$ cat src/rtl/count_seq_monitor_pkg.sv
// Shared definitions for the NBC sequence monitor: FSM encoding, default
// NBC count sequence and value<->index lookups.
package count_seq_monitor_pkg;

  typedef enum logic [1:0] {
    HUNT    = 2'd0,
    ACQUIRE = 2'd1,
    LOCKED  = 2'd2
  } state_t;

  // Default NBC count order, shared with the counter and its bench.
  localparam logic [1:0] NBC_SEQ0 = 2'b00;
  localparam logic [1:0] NBC_SEQ1 = 2'b01;
  localparam logic [1:0] NBC_SEQ2 = 2'b11;
  localparam logic [1:0] NBC_SEQ3 = 2'b10;

  function automatic logic [1:0] seq_index(input logic [1:0] v,
                                           input logic [1:0] s0,
                                           input logic [1:0] s1,
                                           input logic [1:0] s2,
                                           input logic [1:0] s3);
    logic [1:0] k;
    k = 2'd0;
    if (v == s0) k = 2'd0;
    if (v == s1) k = 2'd1;
    if (v == s2) k = 2'd2;
    if (v == s3) k = 2'd3;
    return k;
  endfunction

  function automatic logic [1:0] seq_value(input logic [1:0] k,
                                           input logic [1:0] s0,
                                           input logic [1:0] s1,
                                           input logic [1:0] s2,
                                           input logic [1:0] s3);
    logic [1:0] v;
    case (k)
      2'd0:    v = s0;
      2'd1:    v = s1;
      2'd2:    v = s2;
      default: v = s3;
    endcase
    return v;
  endfunction

endpackage

$ cat src/rtl/count_seq_monitor_if.sv
// Sample strobe/value from the counter side plus the monitor's status outputs.
// master drives samples, slave is the monitor.
interface count_seq_monitor_if #(
  parameter int LAP_W = 8
);
  logic             in_valid;
  logic [1:0]       in;
  logic             locked;
  logic             error;
  logic [1:0]       phase;
  logic [LAP_W-1:0] laps;
  logic [7:0]       err_count;

  modport master (
    output in_valid, in,
    input  locked, error, phase, laps, err_count
  );

  modport slave (
    input  in_valid, in,
    output locked, error, phase, laps, err_count
  );
endinterface

$ cat src/rtl/count_seq_monitor.sv
// Checks a sampled 2-bit count against the 4-step NBC order, locks after LOCK_COUNT good steps.
// All outputs registered, one clock after the sampling edge; never stalls the source (no backpressure).
module count_seq_monitor
  import count_seq_monitor_pkg::*;
#(
  parameter logic [1:0] SEQ0       = NBC_SEQ0,
  parameter logic [1:0] SEQ1       = NBC_SEQ1,
  parameter logic [1:0] SEQ2       = NBC_SEQ2,
  parameter logic [1:0] SEQ3       = NBC_SEQ3,
  parameter int         LOCK_COUNT = 4,
  parameter int         LAP_W      = 8
) (
  input  logic           clock,
  input  logic           reset,
  count_seq_monitor_if.slave mon
);

  localparam logic [3:0] LOCK_N = 4'(LOCK_COUNT);

  state_t           state_q, state_d;
  logic [1:0]       idx_q, idx_d;
  logic [3:0]       run_q, run_d;
  logic [LAP_W-1:0] laps_q, laps_d;
  logic [7:0]       errc_q, errc_d;
  logic             error_q, error_d;
  logic             locked_q;
  logic [1:0]       phase_q;

  logic [1:0] exp_val;
  logic [1:0] seed;
  logic       hit;

  assign exp_val = seq_value(idx_q + 2'd1, SEQ0, SEQ1, SEQ2, SEQ3);
  assign seed    = seq_index(mon.in, SEQ0, SEQ1, SEQ2, SEQ3);
  // A repeated value never equals the successor, so a held count is a mismatch.
  assign hit     = (mon.in == exp_val);

  always_comb begin
    state_d = state_q;
    idx_d   = idx_q;
    run_d   = run_q;
    laps_d  = laps_q;
    errc_d  = errc_q;
    error_d = 1'b0;
    if (mon.in_valid) begin
      case (state_q)
        HUNT: begin
          idx_d   = seed;
          run_d   = 4'd0;
          state_d = ACQUIRE;
        end
        ACQUIRE: begin
          if (hit) begin
            idx_d = idx_q + 2'd1;
            run_d = run_q + 4'd1;
            if (run_q + 4'd1 == LOCK_N) state_d = LOCKED;
          end else begin
            idx_d = seed;
            run_d = 4'd0;
          end
        end
        LOCKED: begin
          if (hit) begin
            idx_d = idx_q + 2'd1;
            if (idx_q == 2'd3) laps_d = laps_q + LAP_W'(1);
          end else begin
            error_d = 1'b1;
            if (errc_q != 8'hFF) errc_d = errc_q + 8'd1;
            idx_d   = seed;
            run_d   = 4'd0;
            state_d = ACQUIRE;
          end
        end
        default: state_d = HUNT;
      endcase
    end
  end

  always_ff @(posedge clock) begin
    if (reset) begin
      state_q  <= HUNT;
      idx_q    <= 2'd0;
      run_q    <= 4'd0;
      laps_q   <= '0;
      errc_q   <= 8'd0;
      error_q  <= 1'b0;
      locked_q <= 1'b0;
      phase_q  <= 2'd0;
    end else begin
      state_q  <= state_d;
      idx_q    <= idx_d;
      run_q    <= run_d;
      laps_q   <= laps_d;
      errc_q   <= errc_d;
      error_q  <= error_d;
      locked_q <= (state_d == LOCKED);
      phase_q  <= (state_d == LOCKED) ? idx_d : 2'd0;
    end
  end

  assign mon.locked    = locked_q;
  assign mon.error     = error_q;
  assign mon.phase     = phase_q;
  assign mon.laps      = laps_q;
  assign mon.err_count = errc_q;

endmodule

$ cat src/flat_wrapper.sv
// flat-port wrapper written by rule: the top's interface ports become plain ports
module count_seq_monitor_flat import count_seq_monitor_pkg::*;
#(
  parameter logic [1:0] SEQ0       = NBC_SEQ0,
  parameter logic [1:0] SEQ1       = NBC_SEQ1,
  parameter logic [1:0] SEQ2       = NBC_SEQ2,
  parameter logic [1:0] SEQ3       = NBC_SEQ3,
  parameter int         LOCK_COUNT = 4,
  parameter int         LAP_W      = 8
)
  (clock, reset, mon_in_valid, mon_in, mon_locked, mon_error, mon_phase, mon_laps, mon_err_count);
  count_seq_monitor_if #(.LAP_W(LAP_W)) mon_i ();
  input  logic clock;
  input  logic reset;
  input wire logic [$bits(mon_i.in_valid)-1:0] mon_in_valid;
  input wire logic [$bits(mon_i.in)-1:0] mon_in;
  output wire logic [$bits(mon_i.locked)-1:0] mon_locked;
  output wire logic [$bits(mon_i.error)-1:0] mon_error;
  output wire logic [$bits(mon_i.phase)-1:0] mon_phase;
  output wire logic [$bits(mon_i.laps)-1:0] mon_laps;
  output wire logic [$bits(mon_i.err_count)-1:0] mon_err_count;
  assign mon_i.in_valid = mon_in_valid;
  assign mon_i.in = mon_in;
  assign mon_locked = mon_i.locked;
  assign mon_error = mon_i.error;
  assign mon_phase = mon_i.phase;
  assign mon_laps = mon_i.laps;
  assign mon_err_count = mon_i.err_count;
  count_seq_monitor #(.SEQ0(SEQ0), .SEQ1(SEQ1), .SEQ2(SEQ2), .SEQ3(SEQ3), .LOCK_COUNT(LOCK_COUNT), .LAP_W(LAP_W)) u_core (.clock(clock), .reset(reset), .mon(mon_i));
endmodule
$ cat config.mk
export PLATFORM = sky130hd
export DESIGN_NAME = count_seq_monitor_flat
export DESIGN_NICKNAME = d
export VERILOG_FILES = /design/src/rtl/count_seq_monitor_pkg.sv /design/src/rtl/count_seq_monitor_if.sv /design/src/rtl/count_seq_monitor.sv /design/src/flat_wrapper.sv
export SDC_FILE = /design/constraint.sdc
export NUM_CORES = 1
export LEC_CHECK = 0
export CAP_MARGIN = 20
export CORE_UTILIZATION = 30
export DETAILED_ROUTE_END_ITERATION = 10
export HOLD_SLACK_MARGIN = 0.05
export SETUP_SLACK_MARGIN = 0.4
export SYNTH_ARGS = -nofsm -noshare
export SYNTH_HDL_FRONTEND = slang
export SYNTH_SLANG_ARGS = --single-unit
$ cat constraint.sdc
create_clock -name clock -period 2.8 [get_ports clock]
set_input_delay 0.84 -clock clock [delete_from_list [all_inputs] [get_ports clock]]
set_output_delay 0.84 -clock clock [all_outputs]
set_load 0.02 [all_outputs]
==> results.md <==
- Worst-path clk slew: 0.09 ns
- Layout cells sized above 1: 0.111
- Row count: 25
- Critical setup path kind: in2reg
- Hpwl dp: 2440 um
- Global-route wire length before repair: 5490 um
- Register area share after synthesis: 0.376
- Startpoint Class: input pin
- Mapped Cells: 174
- Largest net degree at the start of global routing: 19
- Initial antenna violation count: 0
- Post-synth net total: 190
- H-tree depth: 1
- CTS tree: yes
- Hold WS: 0.506 ns
- Number of synthesized register bits: 28
- Maximum VDD drop: 308 uV
- Final-report setup violation count: 0
- Synth Flop Type: dfxtp_1
- Critical path arrival: 2.50 ns
- Die Span X: 72.5 um
- Dpl cell area: 1910 um2
- HP Class: reg2reg
- Slowest stage delay, CP: 0.41 ns
- Clock Tree Buf Depth: 2
- Root Driver: clkbuf_8
- # DRC: 0
- Vias per cell: 4.79
- Critical path, cell by cell: dlygate4sd2_1 -> and2_1 -> mux2_4 -> or3_1 -> or4_1 -> a21oi_1
- Final instance area: 1970 um2
- Largest area contributor in the netlist: dfxtp_1
- # diodes: 0
- Placed insts: 271
- Largest cells by area after synthesis: dfxtp_1 (38%), ha_1 (9.2%), nor2_1 (6.0%), xnor2_1 (5.9%), nor4_1 (3.4%)
- Sum Neg Setup Slack: 0 ns
- Worst hold start: u_core.run_q[2]
- Vias in the first global route: 1236
- Num CTS Buffers: 3
- YS warnings: 0
- First-pass detailed-route iteration total: 4
- CP startpoint: mon_in[1]
- DR iter-0 viols: 51
- Max-slew violations: 0
- Buffers on Ports: 24
- Critical path buffers and inverters: 1
- WL final: 3190 um
- Clock Skews: 0.00458 ns
- Post-layout min period: 2.30 ns
- Worst path slowest cell: or4_1
- Max Fclk: 435 MHz
- Die footprint: 5260 um2
- Number of synthesized flops with an enable pin: 0
- Worst Tran Pin Value: 0.396 ns
- Final Hold Fails: 0
- Detail Route Antenna Nets: 0
- Final non-filler cell total: 275
- GR Layer Usage met1: 0.177
- Max Cap Viol: 0
- Core Box Area: 4750 um2
- Most frequent cells in the layout: dfxtp_1 (28), nor2_1 (24), clkdlybuf4s50_1 (22)
- Top Ports: 25
- Pwr Density: 366 nW/um2
- Via Count: 1317
- Final GP Congestion: 0.872
- Met3 usage: 0.0306
- Most common cell after layout, fill and taps aside: dfxtp_1
- Worst-path fanout max: 4
- Initial Util: 0.314
- Nets: 226
- All-Layer GR Usage: 0.130
- Outcome: finished, final reports clean
- Cts hold-fix bufs: 0
- # clock sinks: 28
- WP data required: 3.00 ns
- Clk_lat worst skew: 0.27 ns
- FF-to-FF Start: u_core.idx_q[0]
- Synthesized area: 1490 um2
- Async S/R FF share, synth: 0
- Fin crit share: 0.821
- Met2 Usage GRT: 0.215
- Pleak: 0.000718 uW
- Gr busiest metal: met2
- DIE HEIGHT: 72.5 um
- Mapped Avg Cell Area: 8.57 um2
- Area Overhead vs Synth: 31.9%
- WL/cell: 11.6 um
- Total congestion overflow: 0
- Power, Total: 720 uW
- Slew HR: 0.734
- Synth cell types: 38
- RSZ-0062 raised after global routing: false
- Delay-heaviest family, CP: simple AND/OR/NAND/NOR gates
- Top cell type's share of synthesized area: 0.376
- Crit end category: flop
-- worst reg2reg max path: stages, from the launching register on --
cell     delay [ns]
dfxtp_1        0.48
ha_1           0.31
and2_1         0.16
mux2_4         0.28
or3_1          0.38
or4_1          0.41
a21oi_1        0.13
-- what timing repair did --
action | 4_1_cts | 5_1_grt
setup endpoints to repair | 22 | 15
buffers inserted | 0 | 1
endpoints found under the hold margin | 0 | 0
gates resized for setup | 4 | 3
pin swaps | 0 | 1
-- worst paths after layout --
kind,to,slack (ns),cells past startpoint
min,u_core.run_q[2],0.51,2
max,u_core.mon.err_count[7],0.50,6
min reg2reg,u_core.run_q[2],0.51,2
max reg2reg,u_core.mon.err_count[7],0.58,6
-- metal layers --
layer | up-vias | wire length, um
li1 | 692 | -
met1 | 606 | 1600
met2 | 17 | 1470
met3 | 2 | 108
met4 | 0 | 14
met5 | - | 0
-- cell families after synthesis --
group                    count (synthesis)  synth area share
buffers and inverters                   14            0.0369
flip-flops                              28             0.376
AND/OR/NAND/NOR                         78             0.265
XOR/XNOR                                14            0.0822
adder cells (fa/ha/maj)                 11            0.0923
AO/OA/AOI/OAI                           25             0.117
multiplexers                             4            0.0302
-- cells in the mapped netlist, types with 4 or more instances --
master	number
dfxtp_1	28
nor2_1	24
ha_1	11
nand2_1	11
xnor2_1	10
o21ai_0	9
inv_1	8
nor4_1	8
nand3_1	6
nor3_1	6
nor2b_1	4
xor2_1	4
-- area by class of cell --
cell class / instances / area, um2
clock buffer: 3 / 41.3
fill: 521 / 2790
inverter: 8 / 30.0
multi-input combinational: 132 / 907
sequential: 28 / 561
tap: 67 / 83.8
timing repair buffer: 37 / 344
-- stage by stage --
stage	utilization	setup WS, ns
after detailed placement	0.402	-0.207
after CTS	0.412	0.401
final	0.414	0.502
after global placement	0.402	-0.148
after floorplan	-	0.421
after global routing	0.414	0.399
-- flip-flops by register name, indices dropped and copies added, names as in the netlist --
name                  count
u_core.idx_q              2
u_core.mon.err_count      8
u_core.mon.error          1
u_core.mon.laps           8
u_core.mon.locked         1
u_core.mon.phase          2
u_core.run_q              4
u_core.state_q            2
-- power breakdown --
group | internal [uW] | switching, uW
Sequential | 402 | 5.85
Combinational | 46.3 | 55.6
Clock | 96.4 | 114
No activity file was read; power rests on OpenSTA's default activity.
